--- src/rtl/lcd_writer.sv ---
// HD44780 character LCD writer: power-up wait, fixed init sequence, then one
// bus-timed write per accepted LCD_WR strobe. Dropped strobes set OVERRUN.
module lcd_writer #(
   parameter int unsigned T_PWRUP = 750000,
   parameter int unsigned T_SETUP = 2,
   parameter int unsigned T_EN    = 12,
   parameter int unsigned T_HOLD  = 2,
   parameter int unsigned T_CMD   = 2000,
   parameter int unsigned T_CLR   = 82000
) (
   input  logic        CLK,
   input  logic        RESET,
   input  logic        LCD_WR,
   input  logic [15:0] LCD_DATA,
   input  logic        CLR_OVR,
   output logic        LCD_E,
   output logic        LCD_RS,
   output logic        LCD_RW,
   output logic [7:0]  LCD_DB,
   output logic        BUSY,
   output logic        OVERRUN
);

   localparam logic [19:0] C_PWRUP = 20'(T_PWRUP);
   localparam logic [19:0] C_SETUP = 20'(T_SETUP);
   localparam logic [19:0] C_EN    = 20'(T_EN);
   localparam logic [19:0] C_HOLD  = 20'(T_HOLD);
   localparam logic [19:0] C_CMD   = 20'(T_CMD);
   localparam logic [19:0] C_CLR   = 20'(T_CLR);

   typedef enum logic [2:0] {PWRUP, INIT, IDLE, SETUP, ENABLE, HOLD, EXEC} state_t;

   state_t      state;
   logic [19:0] cnt;
   logic [1:0]  init_idx;
   logic        init_done;
   logic [7:0]  init_cmd;
   logic [19:0] exec_len;
   logic        unused_data;

   assign LCD_RW      = 1'b0;
   assign unused_data = ^LCD_DATA[15:9];

   always_comb begin
      init_cmd = 8'h06;
      case (init_idx)
         2'd0:    init_cmd = 8'h38;
         2'd1:    init_cmd = 8'h0C;
         2'd2:    init_cmd = 8'h01;
         default: init_cmd = 8'h06;
      endcase
   end

   // Clear and home need the long execution wait; everything else the short one.
   always_comb begin
      exec_len = C_CMD;
      if (!LCD_RS && (LCD_DB == 8'h01 || LCD_DB == 8'h02))
         exec_len = C_CLR;
   end

   // The counter is loaded with a state's length on entry and the state is left
   // in the cycle it reads 1, so each state lasts exactly its parameter.
   always_ff @(posedge CLK or posedge RESET) begin
      if (RESET) begin
         state     <= PWRUP;
         cnt       <= C_PWRUP;
         init_idx  <= '0;
         init_done <= 1'b0;
         LCD_E     <= 1'b0;
         LCD_RS    <= 1'b0;
         LCD_DB    <= '0;
         BUSY      <= 1'b1;
         OVERRUN   <= 1'b0;
      end else begin
         if (LCD_WR && BUSY)
            OVERRUN <= 1'b1;
         else if (CLR_OVR)
            OVERRUN <= 1'b0;

         case (state)
            PWRUP: begin
               if (cnt == 20'd1) state <= INIT;
               else              cnt   <= cnt - 20'd1;
            end
            INIT: begin
               LCD_RS <= 1'b0;
               LCD_DB <= init_cmd;
               cnt    <= C_SETUP;
               state  <= SETUP;
            end
            IDLE: begin
               if (LCD_WR) begin
                  LCD_RS <= LCD_DATA[8];
                  LCD_DB <= LCD_DATA[7:0];
                  cnt    <= C_SETUP;
                  BUSY   <= 1'b1;
                  state  <= SETUP;
               end
            end
            SETUP: begin
               if (cnt == 20'd1) begin
                  LCD_E <= 1'b1;
                  cnt   <= C_EN;
                  state <= ENABLE;
               end else cnt <= cnt - 20'd1;
            end
            ENABLE: begin
               if (cnt == 20'd1) begin
                  LCD_E <= 1'b0;
                  cnt   <= C_HOLD;
                  state <= HOLD;
               end else cnt <= cnt - 20'd1;
            end
            HOLD: begin
               if (cnt == 20'd1) begin
                  cnt   <= exec_len;
                  state <= EXEC;
               end else cnt <= cnt - 20'd1;
            end
            EXEC: begin
               if (cnt == 20'd1) begin
                  if (!init_done && init_idx != 2'd3) begin
                     init_idx <= init_idx + 2'd1;
                     state    <= INIT;
                  end else begin
                     init_done <= 1'b1;
                     BUSY      <= 1'b0;
                     state     <= IDLE;
                  end
               end else cnt <= cnt - 20'd1;
            end
            default: begin
               state <= PWRUP;
               cnt   <= C_PWRUP;
            end
         endcase
      end
   end

endmodule

--- config.mk ---
export PLATFORM = sky130hd
export DESIGN_NAME = lcd_writer
export DESIGN_NICKNAME = d
export VERILOG_FILES = /design/src/rtl/lcd_writer.sv
export SDC_FILE = /design/constraint.sdc
export NUM_CORES = 1
export LEC_CHECK = 0
export BUFFER_PORTS_ARGS = -buffer_cell sky130_fd_sc_hd__buf_2
export CELL_PAD_IN_SITES_DETAIL_PLACEMENT = 0
export CELL_PAD_IN_SITES_GLOBAL_PLACEMENT = 1
export CORE_MARGIN = 5
export CORE_UTILIZATION = 30
export DETAILED_ROUTE_END_ITERATION = 7
export PLACE_DENSITY_LB_ADDON = 0.1
export SLEW_MARGIN = 20
export SYNTH_ARGS = -nofsm -noshare
export SYNTH_HDL_FRONTEND = slang
export SYNTH_SLANG_ARGS = --single-unit
export TNS_END_PERCENT = 100
--- constraint.sdc ---
create_clock -name CLK -period 2.6 [get_ports CLK]
set_clock_uncertainty 0.05 [all_clocks]
set_input_delay 0.52 -clock CLK [delete_from_list [all_inputs] [get_ports CLK]]
set_output_delay 0.52 -clock CLK [all_outputs]
set_load 0.03 [all_outputs]
==> summary.md, run 1 <==
| Metric | Value |
|---|---|
| Path type of the worst min-delay path | `input pin to async pin` |
| Top post-synthesis cells by count | `nand2_1 (37), o21ai_0 (31), dfrtp_1 (27)` |
| # IOs | `33` |
| NetSw | `237 uW` |
| Half-perimeter wire length after placement | `5450 um` |
| Area Growth Syn to Fin | `16.9%` |
| Fillers | `885` |
| Largest net degree at the start of global routing | `39` |
| CP required | `2.77 ns` |
| Async set-reset flop share out of synthesis | `1.00` |
| # diodes | `0` |
| Comb pwr share | `0.030` |
| Final wirelength | `7360 um` |
| Fin area | `2980 um2` |
| Total Die Area | `10400 um2` |
| Chip Height | `102 um` |
| Postcts setup bufs | `0` |
| Fmax | `431 MHz` |
| Site Rows | `33` |
| Tot GR Track Use | `0.148` |
| Gr busiest metal | `met2` |
| Sequential fraction of the synthesis area | `0.378` |
| Core area | `8260 um2` |
| Post-route minimum period | `2.32 ns` |
| Crit path capture type | `register` |
| MaxCap Viol Count | `0` |
| Fin worst setup slack | `0.278 ns` |
| 1st-iter DRT viols | `144` |
| RSZ-0062 raised after global routing | `no` |
| Relative max-transition margin | `0.590` |
| GRT met3 Usage | `0.0273` |
| Flop pwr share | `0.561` |
| Design internal power | `816 uW` |
| Yosys cell types | `61` |
| Met2 global-route usage | `0.231` |
| Switching share of power | `0.225` |
| Outcome | `finished, final reports clean` |
| WP buf/inv | `2` |
| Static leakage | `0.00132 uW` |
| Clk root buf | `clkbuf_8` |
| Final count of negative-setup-slack endpoints | `0` |
| Clock Path Buffers | `2` |
| Most common cell in the netlist | `nand2_1` |
| ANT nets after route | `0` |
| Critical path fanouts, max | `7` |
| H-tree Lvls | `2` |
| Initial Util | `0.309` |
| Vias in the first global route | `2342` |
| First-pass GRT wire length | `12000 um` |
| PD cells | `353 nW/um2` |
| # hold bufs at CTS | `0` |
| Worst-Margin Slew | `0.608 ns` |
| Total CTS buffers | `5` |
| Slowest stage delay, CP | `0.38 ns` |
| IO Port Bufs | `24` |
| Final Hold Vio Count | `0` |
| Part of the power in the clock network | `0.409` |
| TNS Setup | `0 ns` |
| Clk_lat worst skew | `0.29 ns` |
| CP dominant cell by count | `buf_4` |
| Ys flop type | `dfrtp_1` |
| Grt total ovfl | `0` |
| Layout cells sized above 1 | `0.243` |
| Syn nets | `327` |
| Worst-path clk slew | `0.08 ns` |
| Placed Cells | `439` |
| Placed cell areas | `2890 um2` |
| Critical Path Slowest Stage Cell | `dfrtp_1` |
| CTS tree | `built` |
| Resize count post-CTS | `0` |
| Die width | `102 um` |
| Fin. max-slew vios | `0` |
| Dpl ws | `0.291 ns` |
| Synth area leader | `dfrtp_1` |
| Syn avg cell area | `8.47 um2` |
| Startpoint types | `register` |
| Seq cells post-synth | `38` |
| Iteration count of the initial detailed-routing pass | `4` |
| Synth Instances | `301` |
| Met1 Use GR | `0.211` |
| Clock sinks | `38` |
| Drt wl/cell | `16.5 um` |
| Placer Congestion | `0.759` |
| Largest delay contributor family on the critical path | `simple AND/OR/NAND/NOR gates` |
| Top post-synthesis cells by area | `dfrtp_1 (26%), dfstp_2 (11%), o21ai_0 (6.1%)` |
| Vias | `2361` |
| Final nets | `367` |
| Synthesized area | `2550 um2` |
| Synth Warn # | `0` |
| DRC | `0` |
| EDFF count, synth | `0` |
| Yosys top cell area share | `0.265` |
| CP Cell Sequence | `buf_4 > nor4_1 > buf_4 > and4_1 > and2_1 > a32o_2 > o31a_1 > a2bb2oi_1` |
| CP Class | `register to register` |
| Post-Layout Cell Count | `447` |
| Routed vias/inst | `5.28` |
| WP data arrival | `2.49 ns` |
| Antenna violations before repair | `0` |
| Fin crit share | `0.893` |
| R2R cell count | `8` |
| VDD IR-drop max | `0.149 mV` |
| Cell depth of the worst setup path | `8` |
==> tightest hold or removal path: cells and delay by family <==
family	cells	cell delay, ns
buffers and inverters	3	0.56
==> flip-flops by register name (all words and copies together) (netlist names) <==
signal and cells:
state 3, LCD_DB 8, init_idx 2, init_done 1, BUSY 1, LCD_RS 1, cnt 20, LCD_E 1
OVERRUN 1
==> power by group through the flow <==
stage	registers, uW	logic, uW	clock network, uW
2_1_floorplan	602	17.4	0
3_3_place_gp	602	32.4	0
3_5_place_dp	602	32.1	0
4_1_cts	591	32.1	452
5_1_grt	591	35.8	474
6_report	591	31.1	431
==> area by class of cell <==
type,count,area [um2],area share
multi-input cells,232,1440,0.483
flip-flops and latches,38,965,0.324
repair buffers,46,285,0.0957
well taps,105,131,0.0441
clock buffers,7,86.3,0.0290
inverters,18,67.6,0.0227
clock inverters,1,5.00,0.00168
==> per-stage QoR <==
stage / hold WS [ns] / utilization / total power, uW
2_1_floorplan: 0.378 / - / 620
3_3_place_gp: 0.390 / 0.350 / 635
3_5_place_dp: 0.397 / 0.350 / 634
4_1_cts: 0.310 / 0.361 / 1080
5_1_grt: 0.341 / 0.361 / 1100
6_report: 0.288 / 0.361 / 1050
==> metal layers <==
layer,share of wire,wire [um]
met1,0.50,3660
met2,0.45,3300
met3,0.044,325
met4,0.010,77
met5,0,0
==> placed cells by master (no fill, tap or decap), drive strengths merged, types with 2 or more instances in the layout <==
cell and count:
buf 46, nand2 38, o21ai 33, dfrtp 27, nor2 26, a21oi 26, inv 18, dfstp 11
nand3 11, nor4 10, nor3 8, clkbuf 7, ha 6, or3 5, a21o 5, nand4 5
a2bb2oi 5, a31oi 4, o31ai 4, mux2i 4, a22o 3, a22oi 3, and3 3, and2 2
or2 2, xor2 2, o31a 2, o21bai 2, mux2 2, xnor2 2, a21boi 2, o41ai 2
o2bb2ai 2
==> worst paths after layout <==
check                      startpoint         to  slack, ns
max                            cnt[3]     cnt[7]       0.28
min                             RESET  LCD_DB[3]       0.29
max reg2reg                    cnt[3]     cnt[7]       0.28
min reg2reg                 init_done  init_done       0.41
max in group asynchronous       RESET       BUSY       1.81
min in group CLK              CLR_OVR    OVERRUN       0.36
==> cells by family after synthesis <==
family,count (synthesis),share of synthesized area
xor gates and xnor gates,4,0.0137
AOI/OAI and AO/OA,101,0.272
other,1,0.00147
buffers and inverters,31,0.0564
and+or+nand+nor,114,0.224
adders and majority gates,6,0.0294
muxes,6,0.0245
DFF,38,0.378
No activity file was read; power rests on OpenSTA's default activity.
==> run 2, diff against run 1 <==
- CELL_PAD_IN_SITES_DETAIL_PLACEMENT: 0 -> 1
- CELL_PAD_IN_SITES_GLOBAL_PLACEMENT: 1 -> 2
==> summary.md, run 2 (synthesized netlist as in run 1, its figures left out) <==
| Metric | Value |
|---|---|
| Outcome | `finished, final reports clean (unchanged)` |
| ANT nets after route | `0 (unchanged)` |
| Switching share of power | `0.198 (was 0.225)` |
| Largest register FFs | `20 (unchanged)` |
| Placed cell areas | `2900 um2 (was 2890 um2)` |
| # diodes | `0 (unchanged)` |
| Placed Cells | `440 (was 439)` |
| Clk_lat worst skew | `0.30 ns (was 0.29 ns)` |
| Total CTS buffers | `5 (unchanged)` |
| Relative max-transition margin | `0.547 (was 0.590)` |
| IO Port Bufs | `24 (unchanged)` |
| Resize count post-CTS | `0 (unchanged)` |
| # IOs | `33 (unchanged)` |
| Placer Congestion | `0.730 (was 0.759)` |
| Fmax | `425 MHz (was 431 MHz)` |
| Vias | `2387 (was 2361)` |
| MaxCap Viol Count | `0 (unchanged)` |
| Path type of the worst min-delay path | `input pin to async pin (unchanged)` |
| Part of the power in the clock network | `0.506 (was 0.409)` |
| Vias in the first global route | `2450 (was 2342)` |
| Total Die Area | `10400 um2 (unchanged)` |
| TNS Setup | `0 ns (unchanged)` |
| Worst hold margin | `0.293 ns (was 0.288 ns)` |
| Fin. max-slew vios | `0 (unchanged)` |
| CP required | `2.75 ns (was 2.77 ns)` |
| CTS tree | `built (unchanged)` |
| DRC | `0 (unchanged)` |
| Most common cell after layout, fill and taps aside | `nand2_1 (unchanged)` |
| Drt wl/cell | `17.6 um (was 16.5 um)` |
| Area Growth Syn to Fin | `19.2% (was 16.9%)` |
| Site Rows | `33 (unchanged)` |
| Core area | `8260 um2 (unchanged)` |
| Routed vias/inst | `5.33 (was 5.28)` |
| Tot GR Track Use | `0.162 (was 0.148)` |
| Grt total ovfl | `0 (unchanged)` |
| First-pass GRT wire length | `13200 um (was 12000 um)` |
| Worst-path clk slew | `0.08 ns (about the same)` |
| Fin area | `3040 um2 (was 2980 um2)` |
| VDD IR-drop max | `0.231 mV (was 0.149 mV)` |
| Worst-Margin Slew | `0.672 ns (was 0.608 ns)` |
| Clock sinks | `38 (unchanged)` |
| Layout cells sized above 1 | `0.248 (was 0.243)` |
| 1st-iter DRT viols | `122 (was 144)` |
| Critical path fanouts, max | `10 (was 7)` |
| Design internal power | `1010 uW (was 816 uW)` |
| PD cells | `416 nW/um2 (was 353 nW/um2)` |
| Antenna violations before repair | `0 (unchanged)` |
| Final Hold Vio Count | `0 (unchanged)` |
| Clk root buf | `clkbuf_8 (unchanged)` |
| Final nets | `368 (was 367)` |
| Postcts setup bufs | `0 (unchanged)` |
| Fillers | `1011 (was 885)` |
| WP data arrival | `2.50 ns (was 2.49 ns)` |
| H-tree Lvls | `2 (unchanged)` |
| # hold bufs at CTS | `0 (unchanged)` |
| CP Class | `register to register (unchanged)` |
| NetSw | `251 uW (was 237 uW)` |
| Iteration count of the initial detailed-routing pass | `4 (unchanged)` |
| Clock Path Buffers | `2 (unchanged)` |
| RSZ-0062 raised after global routing | `no (unchanged)` |
| Die width | `102 um (unchanged)` |
| Final wirelength | `7880 um (was 7360 um)` |
| Fin crit share | `0.905 (was 0.893)` |
| Crit path capture type | `register (unchanged)` |
| Half-perimeter wire length after placement | `5910 um (was 5450 um)` |
| Initial Util | `0.309 (unchanged)` |
| Fin util | `0.368 (was 0.361)` |
| Chip Height | `102 um (unchanged)` |
| Biggest register | `cnt (unchanged)` |
| Static leakage | `0.00134 uW (was 0.00132 uW)` |
| Startpoint types | `register (unchanged)` |
| Commonest non-fill, non-tap cells in the layout | `nand2_1 (37), o21ai_0 (31), dfrtp_1 (27) (unchanged)` |
| Post-route minimum period | `2.35 ns (was 2.32 ns)` |
| Flop pwr share | `0.468 (was 0.561)` |
| Top flop regs | `cnt x20, LCD_DB x8, state x3 (unchanged)` |
| Final count of negative-setup-slack endpoints | `0 (unchanged)` |
| Comb pwr share | `0.026 (was 0.030)` |
| Post-Layout Cell Count | `448 (was 447)` |
| Largest net degree at the start of global routing | `39 (unchanged)` |
==> run 2: cell count changes in the layout (fill, tap and decap cells not counted), sizes merged <==
cell,before,now
bufinv,0,2
clkinv,1,0
buf,46,47
clkbuf,7,6
==> run 2: area by class of cell <==
cell class,instances,area [um2],share of cell area
clock buffers,6,82.6,0.0272
multi-input cells,232,1440,0.474
clock inverters,2,60.1,0.0198
inverters,18,67.6,0.0222
repair buffers,47,293,0.0963
flip-flops and latches,38,965,0.317
well taps,105,131,0.0432
==> run 2: power by group through the flow <==
| stage | Sequential (uW) | Clock [uW] | Combinational (uW) |
|---|---|---|---|
| after floorplan | 602 | 0 | 17.4 |
| after global placement | 602 | 0 | 33.8 |
| after detailed placement | 602 | 0 | 33.9 |
| after CTS | 591 | 664 | 34.0 |
| after global routing | 592 | 688 | 37.3 |
| final | 591 | 639 | 32.5 |
==> run 2: path summary, 6_finish.rpt <==
check	start	to	slack, ns	cells past startpoint
worst min register to register	init_done	init_done	0.42	1
worst max register to register	cnt[15]	cnt[17]	0.25	8
worst min-delay path	RESET	LCD_DB[3]	0.29	3
max in group asynchronous	RESET	cnt[13]	1.83	3
worst max-delay path	cnt[15]	cnt[17]	0.25	8
min in group CLK	CLR_OVR	OVERRUN	0.36	2
==> run 2: metal layers <==
metal / track usage / up-vias / routed length (um)
met5: 0 / - / 0
met4: 0.0353 / 0 / 82
met3: 0.0218 / 6 / 137
met2: 0.264 / 29 / 3830
met1: 0.228 / 1180 / 3830
li1: - / 1172 / -
==> run 2: critical path, cell delays in order, from the launching register on <==
cell       delay, ns
dfrtp_1         0.40
nor4_2          0.46
nand4_2         0.16
buf_4           0.20
o41ai_4         0.36
buf_4           0.20
o2bb2ai_4       0.21
a21oi_1         0.07
a2bb2oi_1       0.15
==> run 2: metrics by stage <==
stage                     setup slack [ns]  total power [uW]
after global placement               0.301               636
after CTS                            0.226              1290
final                                0.247              1260
after detailed placement             0.245               636
after global routing                0.0956              1320
after floorplan                      0.516               620
==> run 3, diff against run 2 <==
- CORE_MARGIN: 5 -> default
- clock period: 2.6 -> 2.3 ns (I/O delays scaled with it)
==> summary.md, run 3 (synthesized netlist as in run 1, its figures left out) <==
| Metric | Value |
|---|---|
| Critical Path Slowest Stage Cell | `dfrtp_1 (was nor4_2)` |
| # IOs | `33 (unchanged)` |
| Largest register FFs | `20 (unchanged)` |
| Fin worst setup slack | `0.0819 ns (was 0.247 ns)` |
| Final nets | `377 (was 368)` |
| H-tree Lvls | `2 (unchanged)` |
| Outcome | `finished, final reports clean (unchanged)` |
| Clk_lat worst skew | `0.30 ns (about the same)` |
| Worst reg-to-reg setup slack | `0.08 ns (was 0.25 ns)` |
| Half-perimeter wire length after placement | `6100 um (was 5910 um)` |
| Placed cell areas | `2950 um2 (was 2900 um2)` |
| Final Hold Vio Count | `0 (unchanged)` |
| Final wirelength | `8020 um (was 7880 um)` |
| # hold bufs at CTS | `0 (unchanged)` |
| Fin area | `3160 um2 (was 3040 um2)` |
| Fin crit share | `0.964 (was 0.905)` |
| IO Port Bufs | `24 (unchanged)` |
| CTS tree | `built (unchanged)` |
| Drt wl/cell | `17.5 um (was 17.6 um)` |
| Relative max-transition margin | `0.597 (was 0.547)` |
| VDD IR-drop max | `0.193 mV (was 0.231 mV)` |
| Largest net degree at the start of global routing | `39 (unchanged)` |
| Fin. max-slew vios | `0 (unchanged)` |
| Commonest non-fill, non-tap cells in the layout | `nand2_1 (37), buf_4 (31), o21ai_0 (29) (was nand2_1 (37), o21ai_0 (31), dfrtp_1 (27))` |
| Most common cell after layout, fill and taps aside | `nand2_1 (unchanged)` |
| Site Rows | `33 (unchanged)` |
| Worst-Margin Slew | `0.605 ns (was 0.672 ns)` |
| Vias | `2431 (was 2387)` |
| GRT met3 Usage | `0.0307 (was 0.0218)` |
| Layout cells sized above 1 | `0.281 (was 0.248)` |
| Met1 Use GR | `0.259 (was 0.228)` |
| Fmax | `451 MHz (was 425 MHz)` |
| Total CTS buffers | `5 (unchanged)` |
| WP data arrival | `2.37 ns (was 2.50 ns)` |
| Largest delay contributor family on the critical path | `compound AO/OA/AOI/OAI gates (unchanged)` |
| Worst-path clk slew | `0.08 ns (about the same)` |
| Clock sinks | `38 (unchanged)` |
| Tot GR Track Use | `0.202 (was 0.162)` |
| Post-route minimum period | `2.22 ns (was 2.35 ns)` |
| # diodes | `0 (unchanged)` |
| DRC | `0 (unchanged)` |
| CP required | `2.45 ns (was 2.75 ns)` |
| Top flop regs | `cnt x20, LCD_DB x8, state x3 (unchanged)` |
| Placer Congestion | `0.778 (was 0.730)` |
| ANT nets after route | `0 (unchanged)` |
| Startpoint types | `register (unchanged)` |
| Clock Path Buffers | `2 (unchanged)` |
| Path type of the worst min-delay path | `input pin to async pin (unchanged)` |
| Grt total ovfl | `0 (unchanged)` |
| 1st-iter DRT viols | `56 (was 122)` |
| Dpl ws | `0.00458 ns (was 0.245 ns)` |
| Iteration count of the initial detailed-routing pass | `4 (unchanged)` |
| RSZ-0062 raised after global routing | `yes (was no)` |
| Chip Height | `94.2 um (was 102 um)` |
| Final total power | `1330 uW (was 1260 uW)` |
| Antenna violations before repair | `0 (unchanged)` |
| Worst hold margin | `0.215 ns (was 0.293 ns)` |
| First-pass GRT wire length | `13500 um (was 13200 um)` |
| MaxCap Viol Count | `0 (unchanged)` |
| WP buf/inv | `2 (unchanged)` |
| PD cells | `419 nW/um2 (was 416 nW/um2)` |
| Met2 global-route usage | `0.341 (was 0.264)` |
| Total Die Area | `8870 um2 (was 10400 um2)` |
| Core area | `8220 um2 (was 8260 um2)` |
| Initial Util | `0.310 (was 0.309)` |
| CP Cell Sequence | `nor4_4 > nand2_2 > o41ai_4 > buf_4 > o2bb2ai_4 > buf_12 > a21oi_1 > a2bb2oi_1 (was nor4_2 > nand4_2 > buf_4 > o41ai_4 > buf_4 > o2bb2ai_4 > a21oi_1 > a2bb2oi_1)` |
| Gr busiest metal | `met2 (unchanged)` |
| Static leakage | `0.00140 uW (was 0.00134 uW)` |
| Area Growth Syn to Fin | `24.1% (was 19.2%)` |
| Final count of negative-setup-slack endpoints | `0 (unchanged)` |
| Biggest register | `cnt (unchanged)` |
| Crit path capture type | `register (unchanged)` |
| Routed vias/inst | `5.32 (was 5.33)` |
| CP Class | `register to register (unchanged)` |
| Clk root buf | `clkbuf_8 (unchanged)` |
| Critical path fanouts, max | `10 (unchanged)` |
| Vias in the first global route | `2591 (was 2450)` |
| Die width | `94.2 um (was 102 um)` |
| Slowest stage delay, CP | `0.41 ns (was 0.46 ns)` |
## run 3: changes by cell type in the layout (fill, tap and decap cells not counted), moves of 2 or more
cell and change:
buf_4 +8, nor4_1 -3, nor4_2 +2, o21ai_0 -2, o21ai_1 +2
## run 3: stage by stage
stage	cells	setup TNS (ns)	util
6_report	457	0	0.385
5_1_grt	457	-0.0248	0.385
4_1_cts	456	0	0.377
3_5_place_dp	447	0	0.359
3_3_place_gp	447	0	0.359
2_1_floorplan	301	0	-
## run 3: worst paths after layout
| path | endpoint | depth (start not counted) | start |
|---|---|---|---|
| min | init_idx[0] | 3 | RESET |
| max | cnt[19] | 8 | cnt[6] |
| max reg2reg | cnt[19] | 8 | cnt[6] |
| min reg2reg | init_done | 1 | init_done |
| min in group CLK | OVERRUN | 2 | CLR_OVR |
| max in group asynchronous | cnt[16] | 3 | RESET |
## run 3: layout make-up
cell class	instances	area, um2
timing repair buffer	56	373
multi-input combinational	232	1510
clock buffer	7	86.3
tap	105	131
fill	996	5050
sequential	38	965
clock inverter	1	30.0
inverter	18	67.6
## run 3: tightest hold or removal path: stages
cell and delay, ns:
buf_2 0.09, inv_1 0.04, buf_4 0.43
## run 3: report_power, final
group / switching, uW / total [uW] / internal [uW]
logic: 23.6 / 36.8 / 13.1
clock network: 267 / 621 / 354
registers: 0.0000000000000154 / 668 / 668
## run 3: per-layer routing
layer,vias to the layer above,share of wire
met5,-,0
met4,0,0.018
met3,10,0.021
met2,34,0.47
met1,1197,0.49
li1,1190,-
## run 3: timing repair
item,4_1_cts,5_1_grt
endpoints found under the setup margin,3,20
gates resized for setup,2,11
setup buffers,1,1
pin swaps,2,0
